File: config.mk
export PLATFORM = sky130hd
export DESIGN_NAME = vec_stream_loader
export DESIGN_NICKNAME = d
export VERILOG_FILES = /design/src/rtl/vec_stream_loader.sv
export SDC_FILE = /design/constraint.sdc
export NUM_CORES = 1
export LEC_CHECK = 0
export ABC_AREA = 1
export BUFFER_PORTS_ARGS = -buffer_cell sky130_fd_sc_hd__buf_4
export CAP_MARGIN = 20
export CORE_UTILIZATION = 40
export CTS_CLUSTER_SIZE = 25
export DETAILED_ROUTE_END_ITERATION = 16
export PLACE_DENSITY_LB_ADDON = 0.05
export SKIP_CTS_REPAIR_TIMING = 1
export SLEW_MARGIN = 20
export SYNTH_ARGS = -nofsm -noshare
export SYNTH_HDL_FRONTEND = slang
export SYNTH_SLANG_ARGS = --single-unit
File: constraint.sdc
create_clock -name clk -period 3.4 [get_ports clk]
set_input_delay 0.85 -clock clk [delete_from_list [all_inputs] [get_ports clk]]
set_output_delay 0.85 -clock clk [all_outputs]
set_load 0.03 [all_outputs]
File: src/rtl/vec_stream_loader.sv
// vec_stream_loader: framed byte-stream loader for the dot-product vector store.
// Frame = sync byte, 4 A elements, 4 B elements, 8-bit wrapping checksum.
// The payload is buffered and written out only after the checksum matches.
// Stream handshake: a byte moves on a clock edge exactly when s_valid & s_ready
// are both high. s_ready depends only on the current state, never on s_valid.
module vec_stream_loader #(
   parameter logic [7:0] SYNC_BYTE      = 8'hA5,
   parameter int         TIMEOUT_CYCLES = 1000
) (
   input  logic       clk,
   input  logic       rst,
   input  logic       s_valid,
   input  logic [7:0] s_data,
   output logic       s_ready,
   output logic       wr_a,
   output logic       wr_b,
   output logic [1:0] wr_index,
   output logic [7:0] wr_data,
   output logic       busy,
   output logic       load_done,
   output logic       load_err
);

   localparam int            TW     = $clog2(TIMEOUT_CYCLES + 1);
   localparam logic [TW-1:0] T_LAST = TW'(TIMEOUT_CYCLES - 1);

   typedef enum logic [1:0] {
      S_IDLE   = 2'd0,
      S_RECV   = 2'd1,
      S_CSUM   = 2'd2,
      S_COMMIT = 2'd3
   } state_t;

   state_t        state;
   state_t        state_next;

   logic [7:0]    data_buf [8];
   // RECV: next buffer slot. COMMIT: next element to present (0 = all presented).
   logic [2:0]    cnt;
   logic [7:0]    sum;
   logic [TW-1:0] idle_cnt;

   logic          xfer;
   logic          is_sync;
   logic          in_frame;
   logic          timeout_hit;
   logic          csum_ok;

   logic          wr_a_d;
   logic          wr_b_d;
   logic [1:0]    wr_index_d;
   logic [7:0]    wr_data_d;
   logic          load_done_d;
   logic          load_err_d;

   assign s_ready     = (state != S_COMMIT);
   assign xfer        = s_valid & s_ready;
   assign is_sync     = (s_data == SYNC_BYTE);
   assign in_frame    = (state == S_RECV) || (state == S_CSUM);
   assign timeout_hit = in_frame && !xfer && (idle_cnt == T_LAST);
   assign csum_ok     = (s_data == sum);

   // State register.
   always_ff @(posedge clk or posedge rst) begin
      if (rst) state <= S_IDLE;
      else     state <= state_next;
   end

   // Next-state decode and next values of the registered outputs.
   always_comb begin
      state_next  = state;
      wr_a_d      = 1'b0;
      wr_b_d      = 1'b0;
      wr_index_d  = wr_index;
      wr_data_d   = wr_data;
      load_done_d = 1'b0;
      load_err_d  = load_err;
      case (state)
         S_IDLE: begin
            if (xfer && is_sync) begin
               state_next = S_RECV;
               load_err_d = 1'b0;
            end
         end
         S_RECV: begin
            if (xfer) begin
               if (cnt == 3'd7) state_next = S_CSUM;
            end else if (timeout_hit) begin
               state_next = S_IDLE;
               load_err_d = 1'b1;
            end
         end
         S_CSUM: begin
            if (xfer) begin
               if (csum_ok) begin
                  // First write (A[0]) goes out on the same edge that accepts the checksum.
                  state_next = S_COMMIT;
                  wr_a_d     = 1'b1;
                  wr_index_d = 2'd0;
                  wr_data_d  = data_buf[0];
               end else begin
                  state_next = S_IDLE;
                  load_err_d = 1'b1;
               end
            end else if (timeout_hit) begin
               state_next = S_IDLE;
               load_err_d = 1'b1;
            end
         end
         S_COMMIT: begin
            if (cnt == 3'd0) begin
               state_next  = S_IDLE;
               load_done_d = 1'b1;
            end else begin
               wr_a_d     = ~cnt[2];
               wr_b_d     = cnt[2];
               wr_index_d = cnt[1:0];
               wr_data_d  = data_buf[cnt];
            end
         end
         default: state_next = S_IDLE;
      endcase
   end

   // Registered outputs.
   always_ff @(posedge clk or posedge rst) begin
      if (rst) begin
         wr_a      <= 1'b0;
         wr_b      <= 1'b0;
         wr_index  <= 2'd0;
         wr_data   <= 8'd0;
         load_done <= 1'b0;
         load_err  <= 1'b0;
         busy      <= 1'b0;
      end else begin
         wr_a      <= wr_a_d;
         wr_b      <= wr_b_d;
         wr_index  <= wr_index_d;
         wr_data   <= wr_data_d;
         load_done <= load_done_d;
         load_err  <= load_err_d;
         busy      <= (state_next != S_IDLE);
      end
   end

   // Payload buffer, running checksum, element counter and inter-byte idle counter.
   always_ff @(posedge clk or posedge rst) begin
      if (rst) begin
         cnt      <= 3'd0;
         sum      <= 8'd0;
         idle_cnt <= '0;
         for (int i = 0; i < 8; i++) data_buf[i] <= 8'd0;
      end else begin
         case (state)
            S_IDLE: begin
               if (xfer && is_sync) begin
                  cnt      <= 3'd0;
                  sum      <= 8'd0;
                  idle_cnt <= '0;
               end
            end
            S_RECV: begin
               if (xfer) begin
                  data_buf[cnt] <= s_data;
                  sum           <= sum + s_data;
                  cnt           <= cnt + 3'd1;
                  idle_cnt      <= '0;
               end else if (timeout_hit) begin
                  idle_cnt <= '0;
               end else begin
                  idle_cnt <= idle_cnt + TW'(1);
               end
            end
            S_CSUM: begin
               if (xfer) begin
                  cnt      <= 3'd1;
                  idle_cnt <= '0;
               end else if (timeout_hit) begin
                  idle_cnt <= '0;
               end else begin
                  idle_cnt <= idle_cnt + TW'(1);
               end
            end
            S_COMMIT: begin
               if (cnt != 3'd0) cnt <= cnt + 3'd1;
            end
            default: ;
         endcase
      end
   end

endmodule

* Word level (Yosys, flattened, before mapping)
Index checks and enable logic that the tools add are counted.
W data, S select, Z words.
** Storage, ports and cells
- Flip-flop bits (word level) :: 102
- Latch bits :: 0
- Bits in writable memories :: 0
- Bits in read-only memories :: 0
- Input bits :: 11
- Logic and storage cells :: 112
- Memories :: 0
** Cells by class
- Add/sub/neg operators :: 3
- $mul :: 0
- Div/mod/pow operators :: 0
- $lt $le $gt $ge :: 2
- Eq/ne operators :: 16
- Shift operators :: 0
- Multiplexer cells :: 48
- Bitwise logic cells :: 3
- Reductions and logical operators :: 21
** Operators by type and width (count)
- $bwmux W64 :: 1
- $mux W8 :: 8
- $pmux W8 S2 :: 2
- $mux W10 :: 3
- $bmux W8 S3 :: 1
- $demux W8 S3 :: 1
- $mux W2 :: 10
- $pmux W10 S2 :: 1
- $ne A2 B2 Y1 const B :: 8
- $mux W1 :: 12
- $mux W3 :: 4
- $pmux W3 S4 :: 1
- $reduce_and A4 Y1 :: 3
- $add A10 B1 Y10 const B :: 1
- $eq A10 B10 Y1 const B :: 1
- $add A8 B8 Y8 :: 1
- $eq A8 B8 Y1 :: 1
- $eq A8 B8 Y1 const B :: 1
- $pmux W2 S4 :: 1
- $reduce_bool A2 Y1 :: 4
- $reduce_bool A3 Y1 :: 2
- $eq A2 B2 Y1 const B :: 2
- $ge A4 B4 Y1 const B :: 1
- $logic_and A1 B1 Y1 :: 4
- other kinds (18) :: 19

* Longest topological paths before layout
- Depth in word-level cells :: 9
- Mapped depth :: 12
- Gate-level depth less buffers :: 12

* Worst setup path after synthesis
Ideal clock, no wire load.
- Path type :: input to register
- Start point :: in s_data[2]
- End point :: reg wr_data[0]
- Library setup time :: 117 ps
- Arrival :: 1995 ps
- Path slack :: 1288 ps
- Stages on the path :: 10
- Buffers on the path :: 1
- Cell sequence :: ha_1 nor2_1 nand2_1 nor2_2 nand3_2 nand2_1 nand2_2 buf_4 nand2_1 nand2_1
** Between the ends
- Word-level cells in the longest chain between the ends :: 3
** Ends and longest elaborated chain
- start: declaration :: RTL line 13 : input logic [7:0] s_data,
- $eq A8 B8 Y1 :: RTL line 61 : assign csum_ok = (s_data == sum);
- $ne A2 B2 Y1 (no source line)
- $reduce_and A4 Y1 (no source line)
- end signal: assignment :: RTL line 139 : wr_data <= wr_data_d;
- end: declaration :: RTL line 18 : output logic [7:0] wr_data,
Every way passes these cells.
A chain may end at the register's enable or synchronous reset.

* Worst setup path after layout
- Start point :: reg state[1]
- End point :: out s_ready
** Between the ends
- Word-level cells in the longest chain between the ends :: 1
** Ends and longest elaborated chain
- start: declaration :: RTL line 34 : state_t state;
- start signal: assignment :: RTL line 66 : else state <= state_next;
- $ne A2 B2 Y1 :: RTL line 56 : assign s_ready = (state != S_COMMIT);
- end: declaration :: RTL line 14 : output logic s_ready,
Every way passes these cells.

==> metrics.csv <==
metric,value,unit
status,"finished, final reports clean",
slowest_delay,450,ps
crit_slowest_cell,dfrtp_1,
ys_seq_area_share,46.4,%
synth_cell_types,30,
dr.pass1.iters,5,
grt-ovfl-total,0,
finalSetupViolCount,0,
antenna_left,0,
fin_util,45.8,%
fin_worst_hold_slack,482,ps
syn_inst,727,
nets,777,
vias_per_cell,4.89,
io_buffers,26,
total_power,2.81,mW
post-synth-top-count-cell,nand2_1,
cap_viol_max_count,0,
cts_max_level,3,
pwr-share-clk,33.9,%
grt_pass1_wl,23500,um
seqPwrFrac,49.0,%
hold_violations,0,
arrival,1650,ps
design_area,6080,um2
yosysTopAreaCell,dfrtp_1,
drive_above_1_share,9.96,%
die_w,119,um
design.core.area,13300,um2
period_minus_slack,2500,ps
yosys-top-cells-count,"nand2_1 (238), dfrtp_1 (102), inv_1 (84)",
groute.usage.overall,21.6,%
synth_area,5500,um2
sw_frac_of_total,30.4,%
synth.top_cell.area_share,46.4,%
vias,4546,
yosys_warnings,0,
async_flop_share,100,%
switchingPower,0.854,mW
numClockSinks,102,
routedWlPerCell,15.2,um
cts_root_buf,clkbuf_16,
wl,14100,um
ir_drop,0.205,mV
rsz0062_at_grt,no,
clock_skew,5.67,ps
placed_cell_area,5830,um2
dieArea,14200,um2
synth_edf_count,0,
antenna_found_initial,0,
comb_power_share,17.1,%
boundaryPins,27,
power.density,463,nW/um2
crit_chain,ha_1 -> inv_2 -> buf_4,
start_util,41.3,%
area_growth,10.7,%
post-dp-hpwl,10200,um
ys_top_cells_by_area,"dfrtp_1 (46%), nand2_1 (16%), o21ai_0 (5.9%)",
timing.fmax,0.399,GHz
row_count,42,
drc,0,
diodes,0,
critPathMaxFanout,12,
syn_nets,755,
clk_latency,350,ps
synth_top_flop_cell,dfrtp_1,
gp_congestion,0.892,
fillers,1347,
clk_path_buf_depth,2,
required,2550,ps
tightest_slew,603,ps
p_int,1.96,mW
grt_max_degree,79,
fin_setup_tns,0,ps
syn_area_per_cell,7.56,um2
drv_slew,0,
timing.final.crit_share,73.7,%
slew_headroom,59.7,%
cts_tree,yes,
leakage,3.16,nW
hold_class,reg2reg,
grt_pass1_vias,4569,
die-height,119,um
critPathLaunchType,register,
ys_seq_elements,102,
drt_iter0_markers,318,
cts_buffers,9,
path_clk_slew,70,ps
critPathKind,reg2out,
crit_path_end_kind,primary output,
==> layout by cell type (no fill, tap or decap), types with 2 or more instances in the layout <==
cell type,count
a21oi_1,26
buf_4,26
clkbuf_1,2
clkbuf_16,9
clkinv_2,2
clkinvlp_4,3
dfrtp_1,102
ha_1,16
inv_1,83
inv_2,8
nand2_1,238
nand2_2,9
nand2_4,4
nand3_1,27
nand3_2,3
nand3b_1,4
nand4_1,5
nor2_1,69
nor2_2,3
nor2_4,6
o21ai_0,65
o21ai_1,30
o21bai_1,2
xor2_1,3
==> sequential cells by signal, indices dropped and copies added, names as in the netlist <==
name / count
idle_cnt: 10
load_done: 1
load_err: 1
wr_b: 1
state: 2
cnt: 3
wr_a: 1
data_buf: 64
busy: 1
wr_index: 2
sum: 8
wr_data: 8
==> critical path, delay by kind of cell (launching register included) <==
kind	cells	cell delay (ps)
buffers and inverters	2	530
DFF	1	450
adders and majority gates	1	310
==> path summary, 6_finish.rpt <==
| path | slack (ps) | from | end | depth (start not counted) |
|---|---|---|---|---|
| setup / recovery | 900 | state[1] | s_ready | 3 |
| hold / removal | 480 | wr_data[6] | wr_data[6] | 2 |
| setup reg to reg | 1140 | state[1] | wr_data[7] | 10 |
| hold reg to reg | 480 | wr_data[6] | wr_data[6] | 2 |
| max in group asynchronous | 2040 | rst | data_buf[5] | 3 |
| min in group asynchronous | 570 | rst | sum[3] | 2 |
==> kinds of logic after synthesis <==
family | count (synthesis) | synth area share [%]
flip-flops | 102 | 46.4
XOR/XNOR | 4 | 0.638
adder cells (fa/ha/maj) | 17 | 4.01
AND/OR/NAND/NOR | 371 | 29.1
AO/OA/AOI/OAI | 125 | 11.6
buffers and inverters | 108 | 8.26
==> per-layer routing <==
| layer | share of wire [%] | global-route usage (%) | vias up |
|---|---|---|---|
| met3 | 3.8 | 4.21 | 23 |
| met4 | 2.1 | 7.75 | 0 |
| met2 | 47 | 35.4 | 92 |
| li1 | - | - | 2336 |
| met1 | 47 | 28.4 | 2095 |
| met5 | 0 | 0 | - |
==> per-stage QoR <==
| step | setup slack, ps | instances |
|---|---|---|
| global placement | 865 | 914 |
| floorplan | 1290 | 727 |
| CTS | 905 | 929 |
| detailed placement | 805 | 914 |
| finish | 896 | 929 |
| global route | 846 | 929 |
==> layout make-up <==
type / count / area [um2] / area share, %
clock inverter: 4 / 25.0 / 0.411
sequential: 102 / 2550 / 42.0
multi-input combinational: 517 / 2490 / 40.9
tap: 176 / 220 / 3.62
clock buffer: 11 / 233 / 3.83
timing repair buffer: 27 / 215 / 3.54
inverter: 92 / 349 / 5.74
==> power by group through the flow <==
stage / Combinational (mW) / Clock [mW] / Sequential, mW
3_5_place_dp: 0.486 / 0 / 1.40
2_1_floorplan: 0.354 / 0 / 1.37
5_1_grt: 0.553 / 1.02 / 1.39
6_report: 0.482 / 0.953 / 1.38
4_1_cts: 0.486 / 0.976 / 1.38
3_3_place_gp: 0.481 / 0 / 1.40
No activity file was read; power rests on OpenSTA's default activity.
